$ cat src/rtl/cfg_chain_pkg.sv
// Purpose: shared types and helpers for the configuration-chain loader.
// Latency: n/a (declarations only).
// Backpressure: n/a.
package cfg_chain_pkg;

    // Controller phases: wait for request, fetch a word, shift it out,
    // recirculate-and-compare, then a single completion cycle.
    typedef enum logic [2:0] {
        IDLE   = 3'd0,
        LOAD   = 3'd1,
        SHIFT  = 3'd2,
        VERIFY = 3'd3,
        DONE   = 3'd4
    } state_t;

    // Number of input words needed to cover the whole chain.
    function automatic int words_needed(input int chain_len, input int word_w);
        return (chain_len + word_w - 1) / word_w;
    endfunction

endpackage

$ cat src/rtl/cfg_word_serializer.sv
// Purpose: holds one configuration word and presents it LSB-first, one bit per advance.
// Latency: head_bit valid the cycle after load; each advance exposes the next bit.
// Backpressure: none internally; the owner decides when to load and advance.
//
// Ports:
//   clk, reset  - system clock, synchronous active-high reset
//   load        - capture word_in and restart the bit index
//   word_in     - configuration word to serialize
//   advance     - consume the current head bit
//   head_bit    - bit currently presented (word bit idx)
//   last_bit    - head_bit is the final bit of the word
module cfg_word_serializer #(
    parameter int WORD_W = 8
) (
    input  logic              clk,
    input  logic              reset,
    input  logic              load,
    input  logic [WORD_W-1:0] word_in,
    input  logic              advance,
    output logic              head_bit,
    output logic              last_bit
);

    // One extra count value so the index can sit at WORD_W without wrapping.
    localparam int IDX_W = $clog2(WORD_W + 1);

    logic [WORD_W-1:0] word_q;
    logic [IDX_W-1:0]  idx_q;

    // The word is shifted right as bits are consumed, so the head is always
    // bit 0 of the register and no variable-width bit select is needed.
    always_ff @(posedge clk) begin
        if (reset) begin
            word_q <= '0;
            idx_q  <= '0;
        end else if (load) begin
            word_q <= word_in;
            idx_q  <= '0;
        end else if (advance) begin
            word_q <= word_q >> 1;
            if (idx_q != IDX_W'(WORD_W)) begin
                idx_q <= idx_q + 1'b1;
            end
        end
    end

    assign head_bit = word_q[0];
    assign last_bit = (idx_q == IDX_W'(WORD_W - 1));

endmodule

$ cat src/rtl/cfg_chain_loader.sv
// Purpose: loads the tile configuration-flop chain from a word stream, then read-back verifies it.
// Latency: CHAIN_LEN shift + one LOAD cycle per word + CHAIN_LEN verify + 1 done cycle.
// Backpressure: cfg_ready only in LOAD; a stalled feeder holds the chain (ccff_en=0) indefinitely.
//
// Ports:
//   clk, reset       - system clock, synchronous active-high reset
//   start            - request a load (ignored while busy)
//   cfg_data/_valid  - configuration word stream, bit 0 shifted first
//   cfg_ready        - word accepted this cycle when cfg_valid is also high
//   ccff_head/_en    - serial data and shift enable into the chain
//   ccff_tail        - output of the last chain flop
//   busy, done       - operation in progress / one-cycle completion pulse
//   error            - sticky read-back mismatch, cleared by an accepted start
//   bit_count        - bits shifted in the current phase (saturates at CHAIN_LEN)
module cfg_chain_loader
    import cfg_chain_pkg::*;
#(
    parameter int CHAIN_LEN = 16,
    parameter int WORD_W    = 8,
    parameter int CNT_W     = $clog2(CHAIN_LEN + 1)
) (
    input  logic              clk,
    input  logic              reset,
    input  logic              start,
    input  logic [WORD_W-1:0] cfg_data,
    input  logic              cfg_valid,
    output logic              cfg_ready,
    output logic              ccff_head,
    output logic              ccff_en,
    input  logic              ccff_tail,
    output logic              busy,
    output logic              done,
    output logic              error,
    output logic [CNT_W-1:0]  bit_count
);

    state_t             state_q, state_d;
    logic [CNT_W-1:0]   bit_count_q, bit_count_d;
    logic               error_q, error_d;
    logic [CHAIN_LEN-1:0] shadow_q;

    logic ser_load;
    logic ser_advance;
    logic ser_bit;
    logic ser_last;
    logic shadow_we;
    logic shadow_bit;
    logic count_last;

    cfg_word_serializer #(
        .WORD_W (WORD_W)
    ) u_ser (
        .clk      (clk),
        .reset    (reset),
        .load     (ser_load),
        .word_in  (cfg_data),
        .advance  (ser_advance),
        .head_bit (ser_bit),
        .last_bit (ser_last)
    );

    // The final bit of either phase; the counter never runs past CHAIN_LEN.
    assign count_last = (bit_count_q == CNT_W'(CHAIN_LEN - 1));

    // Shadow bit for the current verify position. bit_count is the same
    // index that wrote it during SHIFT, so tail order matches load order.
    always_comb begin
        shadow_bit = 1'b0;
        for (int i = 0; i < CHAIN_LEN; i++) begin
            if (bit_count_q == CNT_W'(i)) begin
                shadow_bit = shadow_q[i];
            end
        end
    end

    always_ff @(posedge clk) begin
        if (reset) begin
            state_q     <= IDLE;
            bit_count_q <= '0;
            error_q     <= 1'b0;
            shadow_q    <= '0;
        end else begin
            state_q     <= state_d;
            bit_count_q <= bit_count_d;
            error_q     <= error_d;
            for (int i = 0; i < CHAIN_LEN; i++) begin
                if (shadow_we && (bit_count_q == CNT_W'(i))) begin
                    shadow_q[i] <= ccff_head;
                end
            end
        end
    end

    always_comb begin
        state_d     = state_q;
        bit_count_d = bit_count_q;
        error_d     = error_q;
        cfg_ready   = 1'b0;
        ccff_en     = 1'b0;
        ccff_head   = 1'b0;
        busy        = 1'b0;
        done        = 1'b0;
        ser_load    = 1'b0;
        ser_advance = 1'b0;
        shadow_we   = 1'b0;

        case (state_q)
            IDLE: begin
                if (start) begin
                    state_d     = LOAD;
                    error_d     = 1'b0;
                    bit_count_d = '0;
                end
            end

            LOAD: begin
                busy      = 1'b1;
                cfg_ready = 1'b1;
                if (cfg_valid) begin
                    ser_load = 1'b1;
                    state_d  = SHIFT;
                end
            end

            SHIFT: begin
                busy        = 1'b1;
                ccff_en     = 1'b1;
                ccff_head   = ser_bit;
                shadow_we   = 1'b1;
                ser_advance = 1'b1;
                // Chain full takes priority: leftover high bits of the
                // final word are simply dropped with the serializer state.
                if (count_last) begin
                    state_d     = VERIFY;
                    bit_count_d = '0;
                end else begin
                    bit_count_d = bit_count_q + 1'b1;
                    if (ser_last) begin
                        state_d = LOAD;
                    end
                end
            end

            VERIFY: begin
                busy    = 1'b1;
                ccff_en = 1'b1;
                // Loopback: after CHAIN_LEN shifts every flop is back in place.
                ccff_head = ccff_tail;
                if (ccff_tail != shadow_bit) begin
                    error_d = 1'b1;
                end
                if (count_last) begin
                    state_d     = DONE;
                    bit_count_d = CNT_W'(CHAIN_LEN);
                end else begin
                    bit_count_d = bit_count_q + 1'b1;
                end
            end

            DONE: begin
                done    = 1'b1;
                state_d = IDLE;
            end

            default: begin
                state_d = IDLE;
            end
        endcase
    end

    assign error     = error_q;
    assign bit_count = bit_count_q;

endmodule

$ cat config.mk
export PLATFORM = sky130hd
export DESIGN_NAME = cfg_chain_loader
export DESIGN_NICKNAME = d
export VERILOG_FILES = /design/src/rtl/cfg_chain_pkg.sv /design/src/rtl/cfg_word_serializer.sv /design/src/rtl/cfg_chain_loader.sv
export SDC_FILE = /design/constraint.sdc
export NUM_CORES = 1
export LEC_CHECK = 0
export ABC_CLOCK_PERIOD_IN_PS = 2000
export CAP_MARGIN = 20
export CORE_AREA = 4 4 97 99
export DETAILED_ROUTE_END_ITERATION = 8
export DIE_AREA = 0 0 101 103
export PLACE_DENSITY = 0.48
export SLEW_MARGIN = 20
export SYNTH_ARGS = -nofsm -noshare
export SYNTH_HDL_FRONTEND = slang
export SYNTH_SLANG_ARGS = --single-unit
$ cat constraint.sdc
create_clock -name clk -period 2 [get_ports clk]
set_clock_uncertainty 0.2 [all_clocks]
set_input_delay 0.6 -clock clk [delete_from_list [all_inputs] [get_ports clk]]
set_output_delay 0.6 -clock clk [all_outputs]
set_load 0.02 [all_outputs]
After elaboration in Yosys (flattened, before gate mapping):

Cells that the tools add are included.

* add/sub/neg operators: 2
* $mul: 0
* divide/modulo/power cells: 0
* magnitude comparators: 0
* eq/ne operators: 27
* shift-type cells: 0
* muxes and demuxes: 39
* bitwise logic cells: 0
* reductions and logical operators: 28

Operators with widths (count)
* equality test 5 x 4 -> 1 bit, second input constant: 8
* two-way mux 1 bit: 25
* equality test 5 x 3 -> 1 bit, second input constant: 4
* logical AND 1 bit: 16
* two-way mux 8 bit: 2
* two-way mux 3 bit: 5
* two-way mux 5 bit: 3
* one-hot mux 5 bit (3 select lines): 1
* one-hot mux 3 bit (4 select lines): 1
* equality test 5 x 2 -> 1 bit, second input constant: 2
* != test 2 bit, second input constant: 4
* equality test 3 x 2 -> 1 bit, second input constant: 2
* adder 5 x 1 -> 5 bit, second input constant: 1
* equality test 5 x 1 -> 1 bit, second input constant: 1
* zero test 5 bit: 1
* adder 4 x 1 -> 4 bit, second input constant: 1
* equality test 4 x 3 -> 1 bit, second input constant: 1
* != test 4 bit, second input constant: 1
* one-hot mux 1 bit (2 select lines): 2
* AND reduction 2 bit: 2
* AND reduction 4 bit: 1
* nonzero test 2 bit: 2
* OR reduction 2 bit: 2
* equality test 3 x 1 -> 1 bit, second input constant: 1
* 7 further kinds: 7

* register bits: 37
* bits in latches: 0
* memory bits (writable): 0
* memory bits (read-only): 0
* input bits: 13
* output and inout port bits: 11
* memories kept: 0

Longest topological paths before layout:

* word-level depth: 20
* mapped depth: 10

Hierarchy:

A second synthesis with hierarchy kept.

* cell total of the unflattened synthesis: 269
* area total of the unflattened synthesis: 2189.6 um^2

By module, submodules not included
* cfg_chain_loader: instances 1, cells an instance 207, area each 1561.5 um^2, seq. area each 500.5 um^2
* cfg_word_serializer: instances 1, cells an instance 62, area each 628.1 um^2, seq. area each 240.2 um^2

Least setup slack after synthesis:

Ideal clock, no wire load.

* path type: register -> register
* start: register bit_count_q[0] (netlist: bit_count[0])
* end: register error_q (netlist: error)
* arrival: 2031 ps
* required time: 1721 ps
* slack: -310 ps
* cell stages (with the launch flop): 10
* buffers on the path: 2
* clock period less this slack: 2310 ps
* cell sequence: dfxtp_1 ha_1 clkbuf_1 nand3_1 inv_1 ha_1 clkbuf_1 a21oi_1 o311a_1 o211ai_1

* longest elaborated chain between the ends: 20
* elaborated cells between the ends (all ways): 35
* those cells by class: eq/ne: 17; mux: 16; reduce/logical: 2

Ends and longest elaborated chain
* start: declaration: line cfg_chain_loader.sv:38 `logic [CNT_W-1:0] bit_count_q, bit_count_d;`
* start signal: assignment: line cfg_chain_loader.sv:84 `bit_count_q <= bit_count_d;`
* zero test 5 bit: line cfg_chain_loader.sv:70 `if (bit_count_q == CNT_W'(i)) begin`
* two-way mux 1 bit (15 in series): line cfg_chain_loader.sv:70
* two-way mux 1 bit (*): line cfg_chain_loader.sv:70
* != test 1 bit (*): line cfg_chain_loader.sv:149 `if (ccff_tail != shadow_bit) begin`
* != test 2 bit (no source line) (*)
* AND reduction 3 bit (no source line) (*)
* end signal: assignment: line cfg_chain_loader.sv:85 `error_q <= error_d;`
* end: declaration: line cfg_chain_loader.sv:39 `logic error_q, error_d;`

Every way passes the cells marked *; elsewhere a longest branch is shown, timed or not.
A chain may end at the register's enable or synchronous reset.

Worst setup path after layout:

* start: register state_q[0]
* end: output ccff_head

* longest elaborated chain between the ends: 2
* elaborated cells between the ends (all ways): 3
* those cells by class: eq/ne: 2; mux: 1

Ends and longest elaborated chain
* start: declaration: line cfg_chain_loader.sv:37 `state_t state_q, state_d;`
* start signal: assignment: line cfg_chain_loader.sv:83 `state_q <= state_d;`
* equality test 3 x 2 -> 1 bit: line cfg_chain_loader.sv:107 `case (state_q)`
* one-hot mux 1 bit (2 select lines) (*): line cfg_chain_loader.sv:107
* end: declaration: line cfg_chain_loader.sv:28 `output logic ccff_head,`

Marks and branches as above.

==> reports/results.ini <==
[clocking]
cts_buffers = 5
cts_tree = built
clockBufferDepth = 2
clk_latency_ns = 0.30
cts_hold_buf = 0
h-tree-depth = 2
clockRootBuffer = clkbuf_8
clkTransAtPathRegs_ns = 0.09
clkSinkCount = 37

[grt]
grt_overflow_total = 0
grt_usage = 0.110
grt_pass1_wl_um = 9070
grt_max_degree = 26
first_global_vias = 1913
antenna_found_initial = 0

[worst_hold_path]
worstHoldPathCells = 2
whs_endpoint = shadow_q[5]
hold_class = flip-flop to flip-flop
holdCritStartpoint = shadow_q[5]

[power_and_ir_drop]
power.density_mw_per_mm2 = 606
max-vdd-ir-drop_v = 0.000222
power_mw = 1.76
p_leak_nw = 1.17

[yosys]
synth_edf_count = 0
synthFlopType = dfxtp_1
syn_avg_cell_area_um2 = 8.08
yosys_warnings = 0
ys_ff_latch = 37
syn_area_mm2 = 0.00209
seq_area_frac_synth = 0.355
syn_nets = 279
synthArstFlopShare = 0
synthDistinctLibCells = 47
syn_inst = 258

[setup_path]
reg2reg_slack_ns = 0.08
cpMaxStageDelayCell = dfxtp_4
cp.arrival_ns = 1.14
cp_max_fo = 4
worstPathRequired_ns = 1.20
endpoint_kind = primary output
crit_chain = mux2i_2, nor2_2, buf_6
r2r-end = error
cpPeakStageDelay_ns = 0.37
r2r_cells = 8
r2r_start = bit_count[1]
path_class = flip-flop to primary output
startpoint_type = flip-flop

[timing]
finalSetupViolations = 0
rsz0062_at_grt = true
max_clock_freq_mhz = 514
timing.slew.headroom = 0.716
maxSlewViolCount = 0
hold_viol = 0
period_needed_ns = 1.94
period_share = 0.972
fin_tns_setup_ns = 0
worst_pin_slew_ns = 0.424

[floorplanning]
die_w_um = 101
initial_core_util = 0.244
die_area_mm2 = 0.0104
io_pins = 24
core_area_mm2 = 0.00855
fp-row-count = 34
die_h_um = 103

[detailed_routing]
drt_wl_total_um = 5410
firstDrtPassIters = 4
vias = 1969
drtIter0Drc = 103
ant_nets = 0
viasPerCell = 4.70
drt-wirelength-per-cell_um = 12.9
drc = 0

[cells_and_area]
fin_area_mm2 = 0.00290
diodes = 0
area_growth_pct = 39.1
layout_commonest_cell = buf_4
final_cell_mix = buf_4 (34), nand2_1 (33), dfxtp_1 (33)
final_nets = 331
fill_cells = 900
drive_above_1_share = 0.270

[place]
post_dp_cell_area_mm2 = 0.00270
gp_congestion = 0.808
io_buffers = 23
dp.final_hpwl_um = 3930

[run]
maxCapViolations = 0

[run_status]
outcome = finished, final reports clean

report_power, final:
part	internal, mW	leakage [nW]	switching, mW
logic	0.152	0.810	0.161
registers	0.754	0.302	0.0192
clock network	0.374	0.0587	0.298
total	1.28	1.17	0.478
registers in the layout (all words and copies together), names as in the netlist:
name and cells:
bit_count 5, error 1, shadow_q 16, state_q 3, u_ser.idx_q 4, u_ser.word_q 8
what timing repair did:
| action | in CTS | in global routing |
|---|---|---|
| setup buffers | 0 | 1 |
| endpoints found under the setup margin | 12 | 15 |
| resized for setup | 33 | 24 |
| pin swaps | 2 | 7 |
worst max-delay path: cells and delay by family, from the launching register on:
family	cells	cell delay [ns]
buf+inv	1	0.15
simple gates	1	0.17
mux	1	0.15
flops	1	0.37
routing by layer:
| layer | vias up | track usage | part of all wire |
|---|---|---|---|
| met5 | - | 0 | 0 |
| met4 | 0 | 0.0521 | 0.021 |
| met3 | 9 | 0.0210 | 0.038 |
| met2 | 32 | 0.184 | 0.48 |
| met1 | 935 | 0.137 | 0.46 |
| li1 | 993 | - | - |
area by class of cell:
type | instances | area, µm² | share of cell area
multi-input cells | 193 | 1330 | 0.458
clock inverters | 3 | 45.0 | 0.0155
repair buffers | 61 | 508 | 0.175
well taps | 108 | 135 | 0.0466
inverters | 12 | 58.8 | 0.0203
clock buffers | 5 | 68.8 | 0.0237
flip-flops and latches | 37 | 756 | 0.261
synth_stat cells, types with 2 or more instances:
library cell | count | area share
ha_1 | 8 | 0.048
a211oi_1 | 2 | 0.0072
dfxtp_1 | 37 | 0.36
xnor2_1 | 5 | 0.021
o211ai_1 | 3 | 0.011
inv_1 | 8 | 0.014
nor2_2 | 2 | 0.0060
nor2_1 | 30 | 0.054
nand4_1 | 3 | 0.0090
a22oi_1 | 8 | 0.029
nor3_1 | 9 | 0.022
clkbuf_1 | 7 | 0.013
nand2_1 | 33 | 0.059
o21ai_0 | 4 | 0.0096
xor2_1 | 2 | 0.0084
inv_2 | 3 | 0.0054
mux2i_1 | 16 | 0.077
nor4b_1 | 2 | 0.0084
nand2b_1 | 4 | 0.012
nor3b_1 | 2 | 0.0072
and3_1 | 2 | 0.0060
nor2b_1 | 5 | 0.015
buf_2 | 7 | 0.017
a21oi_1 | 21 | 0.050
a32oi_1 | 2 | 0.0084
nand3_1 | 12 | 0.029
cell families (layout without fill, tap and decap cells):
family / Yosys count / in the layout / synth area share
fa+ha+maj: 8 / 8 / 0.0480
compound gates: 48 / 48 / 0.149
flops: 37 / 37 / 0.355
mux: 16 / 16 / 0.0768
simple gates: 114 / 114 / 0.275
buf+inv: 28 / 81 / 0.0666
xor+xnor: 7 / 7 / 0.0294
metrics by stage:
| step | hold slack, ns | instances | util | setup slack (ns) |
|---|---|---|---|---|
| global placement | 0.243 | 410 | 0.316 | -0.820 |
| floorplan | 0.231 | 258 | - | 0.0154 |
| detailed placement | 0.248 | 410 | 0.316 | -0.799 |
| finish | 0.255 | 419 | 0.339 | 0.0561 |
| global route | 0.276 | 419 | 0.339 | -0.0135 |
| CTS | 0.260 | 418 | 0.327 | 0.00221 |
how the worst max path moves through the flow:
stage / slack, ns / cells after the start / to / start
after global routing: -0.01 / 9 / error / bit_count[0]
after CTS: 0.002 / 3 / busy / state_q[2]
after global placement: -0.82 / 4 / ccff_head / ccff_tail
after detailed placement: -0.80 / 4 / ccff_head / ccff_tail
final: 0.06 / 3 / ccff_head / state_q[0]
after floorplan: 0.02 / 10 / error / bit_count[0]
(Power assumes the default switching activity.)
